--- config.mk ---
export PLATFORM = sky130hd
export DESIGN_NAME = imem_load_scheduler
export DESIGN_NICKNAME = d
export VERILOG_FILES = /design/src/rtl/imem_load_scheduler.sv
export SDC_FILE = /design/constraint.sdc
export NUM_CORES = 1
export LEC_CHECK = 0
export ABC_AREA = 1
export CAP_MARGIN = 30
export CORE_ASPECT_RATIO = 1.5
export CORE_MARGIN = 2
export CORE_UTILIZATION = 50
export CTS_CLUSTER_DIAMETER = 80
export CTS_CLUSTER_SIZE = 16
export DETAILED_ROUTE_END_ITERATION = 16
export PLACE_DENSITY_LB_ADDON = 0.1
export SYNTH_ARGS = -nofsm -noshare
export SYNTH_HDL_FRONTEND = slang
export SYNTH_SLANG_ARGS = --single-unit
--- constraint.sdc ---
create_clock -name clk -period 3.5 [get_ports clk]
set_input_delay 0.7 -clock clk [delete_from_list [all_inputs] [get_ports clk]]
set_output_delay 0.7 -clock clk [all_outputs]
set_load 0.01 [all_outputs]
--- src/rtl/imem_load_scheduler.sv ---
// Arbitrates toggle-signalled instruction-memory loads from the host slave and the decoder
// onto a single AXI read engine, splitting each load into chunks of at most MAX_CHUNK beats.
module imem_load_scheduler #(
   parameter int AXI_ADDR_WIDTH = 42,
   parameter int AXI_DATA_WIDTH = 64,
   parameter int MEM_REQ_W      = 16,
   parameter int MAX_CHUNK      = 256
) (
   input  logic                      clk,
   input  logic                      reset,
   input  logic                      slave_ld_req_in,
   input  logic [AXI_ADDR_WIDTH-1:0] slave_ld_addr,
   input  logic [MEM_REQ_W-1:0]      slave_ld_req_size,
   output logic                      slave_ld_done,
   input  logic                      decoder_ld_req_in,
   input  logic [AXI_ADDR_WIDTH-1:0] decoder_ld_addr,
   input  logic [MEM_REQ_W-1:0]      decoder_ld_req_size,
   output logic                      decoder_ld_done,
   output logic                      rd_req,
   input  logic                      rd_ready,
   output logic [AXI_ADDR_WIDTH-1:0] rd_addr,
   output logic [MEM_REQ_W-1:0]      rd_req_size,
   input  logic                      rd_done,
   output logic                      busy,
   output logic                      overflow
);

   localparam logic [1:0] ST_IDLE  = 2'd0;
   localparam logic [1:0] ST_ISSUE = 2'd1;
   localparam logic [1:0] ST_WAIT  = 2'd2;

   localparam logic [MEM_REQ_W-1:0]      CHUNK_MAX  = MEM_REQ_W'(MAX_CHUNK);
   localparam logic [AXI_ADDR_WIDTH-1:0] BEAT_BYTES = AXI_ADDR_WIDTH'(AXI_DATA_WIDTH / 8);

   // Source index 0 is the slave, 1 is the decoder; last_grant uses the same encoding.
   logic [1:0]                req_tgl;
   logic [AXI_ADDR_WIDTH-1:0] req_addr  [2];
   logic [MEM_REQ_W-1:0]      req_size  [2];
   logic [1:0]                pend_vld;
   logic [AXI_ADDR_WIDTH-1:0] pend_addr [2];
   logic [MEM_REQ_W-1:0]      pend_size [2];
   logic [1:0]                src_drop;
   logic [1:0]                grant_now;

   logic [1:0]                state_q, state_d;
   logic                      owner_q, owner_d;
   logic                      last_grant_q, last_grant_d;
   logic [AXI_ADDR_WIDTH-1:0] cur_addr_q, cur_addr_d;
   logic [MEM_REQ_W-1:0]      remaining_q, remaining_d;
   logic [1:0]                done_tgl_q, done_tgl_d;
   logic                      overflow_q;
   logic [MEM_REQ_W-1:0]      chunk;
   logic [AXI_ADDR_WIDTH-1:0] chunk_bytes;
   logic                      gsel;

   assign req_tgl     = {decoder_ld_req_in, slave_ld_req_in};
   assign req_addr[0] = slave_ld_addr;
   assign req_addr[1] = decoder_ld_addr;
   assign req_size[0] = slave_ld_req_size;
   assign req_size[1] = decoder_ld_req_size;

   genvar gi;
   generate
      for (gi = 0; gi < 2; gi++) begin : g_src
         logic                      in_q;
         logic                      vld_q;
         logic [AXI_ADDR_WIDTH-1:0] addr_q;
         logic [MEM_REQ_W-1:0]      size_q;
         logic                      edge_det;
         logic                      active;
         logic                      accept;

         // An edge arriving while the entry is still full (even in its grant cycle) is lost.
         assign edge_det       = req_tgl[gi] ^ in_q;
         assign active         = (state_q != ST_IDLE) && (owner_q == 1'(gi));
         assign accept         = edge_det && !vld_q && !active;
         assign src_drop[gi]   = edge_det && !accept;
         assign pend_vld[gi]   = vld_q;
         assign pend_addr[gi]  = addr_q;
         assign pend_size[gi]  = size_q;

         always_ff @(posedge clk) begin
            if (reset) begin
               in_q   <= 1'b0;
               vld_q  <= 1'b0;
               addr_q <= '0;
               size_q <= '0;
            end else begin
               in_q <= req_tgl[gi];
               if (accept) begin
                  vld_q  <= 1'b1;
                  addr_q <= req_addr[gi];
                  size_q <= req_size[gi];
               end else if (grant_now[gi]) begin
                  vld_q <= 1'b0;
               end
            end
         end
      end
   endgenerate

   assign chunk       = (remaining_q > CHUNK_MAX) ? CHUNK_MAX : remaining_q;
   assign chunk_bytes = {{(AXI_ADDR_WIDTH-MEM_REQ_W){1'b0}}, chunk} * BEAT_BYTES;

   always_comb begin
      state_d      = state_q;
      owner_d      = owner_q;
      last_grant_d = last_grant_q;
      cur_addr_d   = cur_addr_q;
      remaining_d  = remaining_q;
      done_tgl_d   = done_tgl_q;
      grant_now    = 2'b00;
      gsel         = (pend_vld == 2'b11) ? ~last_grant_q : pend_vld[1];
      case (state_q)
         ST_IDLE: begin
            if (|pend_vld) begin
               grant_now    = gsel ? 2'b10 : 2'b01;
               owner_d      = gsel;
               last_grant_d = gsel;
               cur_addr_d   = pend_addr[gsel];
               remaining_d  = pend_size[gsel];
               // Empty loads complete at the grant edge without touching the engine.
               if (pend_size[gsel] == '0) begin
                  done_tgl_d[gsel] = ~done_tgl_q[gsel];
               end else begin
                  state_d = ST_ISSUE;
               end
            end
         end
         ST_ISSUE: begin
            if (rd_ready) begin
               state_d = ST_WAIT;
            end
         end
         ST_WAIT: begin
            if (rd_done) begin
               remaining_d = remaining_q - chunk;
               cur_addr_d  = cur_addr_q + chunk_bytes;
               if (remaining_q == chunk) begin
                  done_tgl_d[owner_q] = ~done_tgl_q[owner_q];
                  state_d             = ST_IDLE;
               end else begin
                  state_d = ST_ISSUE;
               end
            end
         end
         default: state_d = ST_IDLE;
      endcase
   end

   always_ff @(posedge clk) begin
      if (reset) begin
         state_q      <= ST_IDLE;
         owner_q      <= 1'b0;
         last_grant_q <= 1'b1;
         cur_addr_q   <= '0;
         remaining_q  <= '0;
         done_tgl_q   <= 2'b00;
         overflow_q   <= 1'b0;
      end else begin
         state_q      <= state_d;
         owner_q      <= owner_d;
         last_grant_q <= last_grant_d;
         cur_addr_q   <= cur_addr_d;
         remaining_q  <= remaining_d;
         done_tgl_q   <= done_tgl_d;
         overflow_q   <= overflow_q | (|src_drop);
      end
   end

   assign rd_req          = (state_q == ST_ISSUE);
   assign rd_addr         = cur_addr_q;
   assign rd_req_size     = chunk;
   assign busy            = (state_q != ST_IDLE) || (|pend_vld);
   assign overflow        = overflow_q;
   assign slave_ld_done   = done_tgl_q[0];
   assign decoder_ld_done = done_tgl_q[1];

endmodule

Yosys cells after proc, flatten, opt, wreduce, memory -nomap -nowiden
Cells that the tools add are included.
- muxes and demuxes: 42
- eq/ne operators: 10
- bitwise gates (word level): 8
- magnitude comparators: 6
- add/sub/neg operators: 2
- reduce and logical (&&, ||, !) cells: 29
- operator list (kind ; number):
    $mux W42 ; 5
    $mux W16 ; 6
    $pmux W42 S2 ; 1
    $add A42 B19 Y42 ; 1
    $pmux W16 S2 ; 1
    $mux W2 ; 11
    $eq A16 B16 Y1 ; 1
    $gt A16 B9 Y1 const B ; 1
    $logic_not A16 Y1 ; 1
    $sub A16 B16 Y16 ; 1
    $mux W1 ; 12
    $logic_and A1 B1 Y1 ; 10
    $ne A2 B2 Y1 const B ; 5
    $reduce_bool A2 Y1 ; 4
    $logic_not A1 Y1 ; 6
    $pmux W2 S3 ; 1
    $reduce_and A5 Y1 ; 1
    $bwmux W2 ; 2
    $eq A2 B2 Y1 const B ; 2
    $lt A1 B2 Y1 const B ; 2
    $not A1 Y1 ; 4
    $pmux W2 S2 ; 1
    $reduce_and A4 Y1 ; 1
    $reduce_or A2 Y1 ; 2
    12 further kinds ; 15
- output and inout bits: 63
- flip-flop bits (word level): 185
- input bits: 122
- logic and storage cells: 112

Logic depth before layout (Yosys ltp)
Gate-level depths: netlist of run 1.
- depth after elaboration: 10
- gate-level depth with buffers: 24
- gate-level depth less buffers: 23

Worst setup path after synthesis of run 1
OpenSTA, ideal clock, no wires.
- path type: flip-flop to flip-flop
- start: reg remaining_q[9]
- end: reg cur_addr_q[31] (netlist: rd_addr[31])
- path buffers: 1
- period minus slack after synthesis: 2.895 ns
- arrival time: 2.825 ns
- required time: 3.430 ns
- path slack: 0.605 ns
- setup time: 0.070 ns
- stages on the path, launching flop included: 24
- cell sequence: dfxtp_1 -> inv_2 -> nand2_2 -> nor2_2 -> nand2_1 -> inv_1 -> nand2_1 -> buf_2 -> inv_1 -> nand2_1 -> inv_1 -> ha_1 -> inv_1 -> fa_1 -> o21ai_2 -> nand2_1 -> nand2_1 -> nand2_1 -> nand2_2 -> nand2_2 -> nor2_2 -> xor2_1 -> nand2_1 -> a21oi_1
- cells in the longest elaborated chain, start to end: 5
- RTL lines (what ; line ; RTL):
    start, declared ; 49 ; logic [MEM_REQ_W-1:0] remaining_q, remaining_d;
    start signal, assigned ; 165 ; remaining_q <= remaining_d;
    $gt A16 B9 Y1 ; 102 ; assign chunk = (remaining_q > CHUNK_MAX) ? CHUNK_MAX : remaining_q;
    $mux W16 ; 102 ;
    via rd_req_size[0] ; 22 ; output logic [MEM_REQ_W-1:0] rd_req_size,
    $add A42 B19 Y42 ; 138 ; cur_addr_d = cur_addr_q + chunk_bytes;
    $mux W42 ; 136 ; if (rd_done) begin
    $pmux W42 S2 ; 114 ; case (state_q)
    end signal, assigned ; 164 ; cur_addr_q <= cur_addr_d;
    end, declared ; 48 ; logic [AXI_ADDR_WIDTH-1:0] cur_addr_q, cur_addr_d;
The timed path passes the listed nets, and every way through them passes these cells. The select of a mux whose other input is x is not followed.
A chain may end at the register's enable or synchronous reset.

Worst setup path after layout of run 1
- start: reg remaining_q[9]
- end: reg cur_addr_q[33] (netlist: rd_addr[33])
- cells in the longest elaborated chain, start to end: 5
- RTL lines (what ; line):
    $gt A16 B9 Y1 ; 102
    $mux W16 * ; 102
    $add A42 B19 Y42 * ; 138
    $mux W42 * ; 136
    $pmux W42 S2 * ; 114
Mark *: on every way between the ends. The rest lies on a longest branch, timed or not. The select of a mux whose other input is x is not followed.

==> metrics.csv, run 1 <==
metric;value;unit
ys async rst share;0;%
Die ar.;0.0198;sq mm
global placer's final weighted congestion;0.990;
gr ovfl total;0;
post-synthesis sequential area ratio;39.6;%
Clock Skew;0.0106;ns
largest net degree at the start of global routing;84;
Comb power frac;43.9;%
post-synth cell types;45;
Pre-antenna DRT Iters;5;
Switch Pwr;0.00392;W
Post-Syn Instances;1371;
Initial Util;50.7;%
Reg power frac;34.6;%
RSZ-0062 raised after global routing;no;
required time worst endpoint;3.87;ns
clock slew at reported path FFs;0.07;ns
hold buffer count at cts;0;
Post CTS Setup Buffer Count;0;
worst hold path type;reg2reg;
Worst setup SP type;flip-flop;
Placed Instance Area;0.0113;sq mm
post-CTS sizing;0;
met2 Usage GRT;58.8;%
VDD IR-drop max;0.384;mV
row cnt;61;
YS warnings;0;
EDFF count, synth;0;
clock power share;21.5;%
vias in the first global route;9119;
Die W;116;um
crit path kind;reg2reg;
Slew headroom;45.3;%
syn_area_per_cell;6.83;sq um
Hold Violations, Final;0;
most common cell after layout, fill and taps aside;nor2_1;
via count;9800;
layout cells sized above 1;5.35;%
Clk Latency, worst-skew pair;0.44;ns
final hold slack;0.452;ns
Iteration-0 DRC Markers;659;
FMAX;321;MHz
Final Instance Area;0.0119;sq mm
met1 Usage GRT;33.3;%
core area;0.0185;sq mm
root buffer cell;clkbuf_16;
Syn-to-layout area delta;27.6;%
GRT met3 Usage;4.76;%
Routed WL per cell;17.9;um
# IOs;185;
Slew Viols, Final;0;
#FFs+latches synth;185;
final setup fails;0;
initial antenna violation count;0;
vias per cell;5.49;
first-pass GRT wire length;48400;um
Port Buf Inserts;177;
post-synth design cell area;0.00936;sq mm
Final HPWL DP;23500;um
Die Y;172;um
ant diodes;0;
leakage power;5.00;nW
Int Pwr;0.00518;W
Primary FF master, synth;dfxtp_1;
Detail Route Antenna Nets;0;
# fillers;1784;
GRT Util Overall;32.1;%
maxcap violations;0;
status;finished, final reports clean;
TNS Setup;0;ns
number of clock sinks;185;
highest net fanout along the worst path;4;
Sw Ratio;43.1;%
CP Capture Type;flip-flop;
Power Density;762;mW/mm^2
Power Total;0.00910;W
DRC;0;
total routed wirelength;31900;um
H-tree levels;4;
commonest non-fill, non-tap cells in the layout;nor2_1 (259), o21ai_0 (199), nand2_1 (195), dfxtp_1 (185), clkdlybuf4s50_1 (177);
GRT busiest layer;met2;
fin crit period;3.12;ns
Arr. time, crit path;3.49;ns
final worst-path cycle share;89.1;%
clk buf depth;2;
total CTS buffers;17;
nets@finish;1659;
Worst-Margin Slew;0.820;ns
CTS tree;built;
[kinds of logic (layout without fill, tap and decap cells)]
group,after synthesis,in the layout,share of synthesized area (%)
compound gates,399,399,23.7
xor+xnor,12,12,1.12
fa+ha+maj,18,18,2.49
buf+inv,191,339,8.34
flops,185,185,39.6
other cells,2,15,0.0803
simple gates,564,564,24.7
[power by group through the flow]
stage / sequential (W) / clock, W / combinational [W]
finish: 0.00315 / 0.00195 / 0.00400
global route: 0.00321 / 0.00207 / 0.00441
CTS: 0.00314 / 0.00198 / 0.00398
detailed placement: 0.00319 / 0 / 0.00395
global placement: 0.00317 / 0 / 0.00391
floorplan: 0.00311 / 0 / 0.00239
[state kept, by name, indices dropped and copies added (netlist names)]
register,cells
done_tgl_q,2
g_src.addr_q,84
g_src.in_q,2
g_src.size_q,32
g_src.vld_q,2
last_grant_q,1
overflow,1
owner_q,1
rd_addr,42
remaining_q,16
state_q,2
[worst max-delay path, stage by stage (launching register included)]
cell and delay (ns):
dfxtp_1 0.34, inv_2 0.09, nand2_2 0.07, nor2_2 0.13
nand2_1 0.10, inv_1 0.08, nand2_1 0.09, inv_1 0.09
nand2_1 0.05, inv_1 0.07, ha_1 0.19, inv_1 0.09
fa_1 0.41, o21ai_2 0.22, a21oi_1 0.11, o21bai_1 0.28
nand2_1 0.15, nand2_1 0.15, nand2_1 0.07, nand2_1 0.06
nand3_1 0.06, a21oi_1 0.13
[cell type report]
| type | count | area, sq um | area share [%] |
|---|---|---|---|
| Timing Repair Buffer | 197 | 1970 | 16.5 |
| Sequential cell | 185 | 3700 | 31.0 |
| Clock buffer | 17 | 425 | 3.56 |
| Multi-Input combinational cell | 1008 | 4940 | 41.3 |
| Tap cell | 252 | 315 | 2.64 |
| Clock inverter | 15 | 176 | 1.48 |
| Inverter | 110 | 414 | 3.47 |
[cells in the mapped netlist, types with 2 or more instances]
cell type	number	area (sq um)
o41ai_1	2	17.5
o21bai_1	3	22.5
conb_1	2	7.51
nor2_2	4	25.0
a22oi_1	10	75.1
nand3_2	2	20.0
nand2_1	195	732
buf_2	15	75.1
inv_2	7	26.3
nor2_4	2	22.5
clkbuf_1	53	199
ha_1	17	213
buf_4	12	90.1
nor3_1	16	80.1
a22o_1	3	26.3
or2_2	2	12.5
o21a_1	2	15.0
a221oi_1	27	236
o21ai_1	18	90.1
nor2_1	261	980
nand3_1	59	295
nand4_1	11	68.8
nand2_2	7	43.8
o211ai_1	3	22.5
a31oi_1	12	75.1
o21ai_0	199	996
a21oi_1	107	536
inv_1	103	387
dfxtp_1	185	3700
xor2_1	11	96.3
a211oi_1	2	15.0
a21o_1	6	45.0
[metal layers]
| metal | wire (um) | share of wire, % |
|---|---|---|
| met1 | 11500 | 36 |
| met2 | 16800 | 53 |
| met3 | 1530 | 4.8 |
| met4 | 2160 | 6.8 |
| met5 | 0 | 0 |
[per-stage QoR]
step	worst slack, ns	std cells	util (%)
2_1_floorplan	0.605	1384	-
6_report	0.380	1784	64.7
3_3_place_gp	0.604	1751	61.3
5_1_grt	0.0174	1784	64.7
4_1_cts	0.444	1784	64.7
3_5_place_dp	0.504	1752	61.4
[final timing paths]
path / depth (start not counted) / slack, ns / from / to
worst min register to register: 2 / 0.45 / g_src[0].size_q[14] / g_src[0].size_q[14]
worst max-delay path: 21 / 0.38 / remaining_q[9] / rd_addr[33]
worst min-delay path: 2 / 0.45 / g_src[0].size_q[14] / g_src[0].size_q[14]
worst max register to register: 21 / 0.38 / remaining_q[9] / rd_addr[33]
Power figures use the tool's default switching activity.
==> inputs of run 2 (changes only) <==
--- a/config.mk
+++ b/config.mk
@@ -9,7 +9,7 @@
 export CAP_MARGIN = 30
 export CORE_ASPECT_RATIO = 1.5
 export CORE_MARGIN = 2
-export CORE_UTILIZATION = 50
+export CORE_UTILIZATION = 38
 export CTS_CLUSTER_DIAMETER = 80
 export CTS_CLUSTER_SIZE = 16
 export DETAILED_ROUTE_END_ITERATION = 16
==> metrics.csv, run 2 (synthesized netlist as in run 1, its figures left out) <==
metric;value;unit
clock slew at reported path FFs;0.07;ns
crit path kind;reg2reg;
Inst Count DP;1826;
Post CTS Setup Buffer Count;0;
final setup fails;0;
Slew Viols, Final;0;
# fillers;2522;
Layout Cells excl Fill;1857;
FMAX;319;MHz
Largest register FFs;84;
final worst-path cycle share;89.6;%
worst setup path end;rd_addr[40];
Hold Violations, Final;0;
vias in the first global route;9366;
# IOs;185;
clk buf depth;2;
maxcap violations;0;
global placer's final weighted congestion;0.940;
Multi-input gate area;0.00494;sq mm
Reg area;0.00370;sq mm
FF-to-FF path depth;20;
Util after Layout;49.4;%
Worst-Margin Slew;0.795;ns
TNS Setup;0;ns
leakage power;4.99;nW
start point of the critical path;remaining_q[9];
H-tree levels;4;
VDD IR-drop max;0.378;mV
Top reg by flops;g_src.addr_q;
highest net fanout along the worst path;11;
vias per cell;5.19;
Initial Util;38.6;%
Reg2Reg Launch Point;remaining_q[9];
Pre-antenna DRT Iters;5;
Iteration-0 DRC Markers;606;
GRT Util Overall;25.4;%
Detail Route Antenna Nets;0;
first-pass GRT wire length;51300;um
gr ovfl total;0;
total routed wirelength;32900;um
Port Buf Inserts;177;
largest net degree at the start of global routing;73;
reg-to-reg endpoint;rd_addr[40];
required time worst endpoint;3.87;ns
nets@finish;1661;
Arr. time, crit path;3.50;ns
layout cells sized above 1;5.48;%
most common cell after layout, fill and taps aside;nor2_1;
FF-to-FF setup slack;0.37;ns
DRC;0;
RSZ-0062 raised after global routing;no;
Die W;132;um
Slew headroom;46.9;%
fin crit period;3.13;ns
initial antenna violation count;1;
Hold Path Depth;2;
Syn-to-layout area delta;28.0;%
via count;9629;
Final HPWL DP;24300;um
final hold slack;0.451;ns
CP Capture Type;flip-flop;
worst hold path type;reg2reg;
core area;0.0243;sq mm
CTS tree;built;
Clock Skew;0.00858;ns
row cnt;70;
Die ar.;0.0259;sq mm
status;finished, final reports clean;
total CTS buffers;17;
Clk Latency, worst-skew pair;0.43;ns
commonest non-fill, non-tap cells in the layout;nor2_1 (259), o21ai_0 (199), nand2_1 (194), dfxtp_1 (185), clkdlybuf4s50_1 (177);
Worst setup SP type;flip-flop;
root buffer cell;clkbuf_16;
number of clock sinks;185;
Routed WL per cell;17.7;um
Power Density;753;mW/mm^2
Die Y;196;um
## run 2: worst max-delay path, stage by stage (launching register included)
cell	delay (ns)
dfxtp_1	0.34
inv_2	0.09
nand2_2	0.07
nor2_2	0.13
nand2_1	0.10
inv_1	0.09
nand2_2	0.15
buf_4	0.20
nor2_1	0.17
ha_1	0.32
a21oi_1	0.23
o21ai_1	0.12
nand2_1	0.07
nand2_1	0.05
nand2_1	0.05
nand3_1	0.30
nand2_1	0.22
inv_1	0.10
nand3_1	0.07
nand3_1	0.08
a21oi_1	0.15
## run 2: layout make-up
cell class              count  area share, %
diodes                      1         0.0209
well taps                 324           3.38
clock buffers              17           3.55
multi-input cells        1008           41.3
flip-flops and latches    185           30.9
repair buffers            199           16.4
inverters                 110           3.47
clock inverters            13           1.01
## run 2: how the worst min path moves through the flow
stage	from	end	slack [ns]
global placement	g_src[0].addr_q[7]	g_src[0].addr_q[7]	0.44
global route	g_src[0].addr_q[7]	g_src[0].addr_q[7]	0.47
detailed placement	g_src[1].size_q[9]	g_src[1].size_q[9]	0.44
finish	g_src[1].size_q[9]	g_src[1].size_q[9]	0.45
floorplan	g_src[0].addr_q[6]	g_src[0].addr_q[6]	0.42
CTS	g_src[1].size_q[9]	g_src[1].size_q[9]	0.45
## run 2: report_power, final
group          switching, W  total, W  internal (W)
combinational       0.00247   0.00402       0.00155
sequential         0.000498   0.00314       0.00264
clock              0.000873   0.00186      0.000982
## run 2: per-layer routing
layer	up-vias	track usage, %	share of wire [%]
met5	-	0	0
met4	0	12.2	4.6
met3	65	3.67	3.5
met2	246	48.2	54
met1	4447	27.3	38
li1	4871	-	-
## run 2: timing repair
item	4_1_cts	5_1_grt
gates resized for setup	0	2
endpoints found under the setup margin	0	13
hold buffers	0	0
## run 2: through the flow
stage	cell area [sq um]	setup slack [ns]	power (W)
after floorplan	9410	0.605	0.00550
after global routing	12000	0.0199	0.00965
after detailed placement	11400	0.319	0.00721
after CTS	12000	0.277	0.00908
after global placement	11400	0.385	0.00719
final	12000	0.365	0.00902
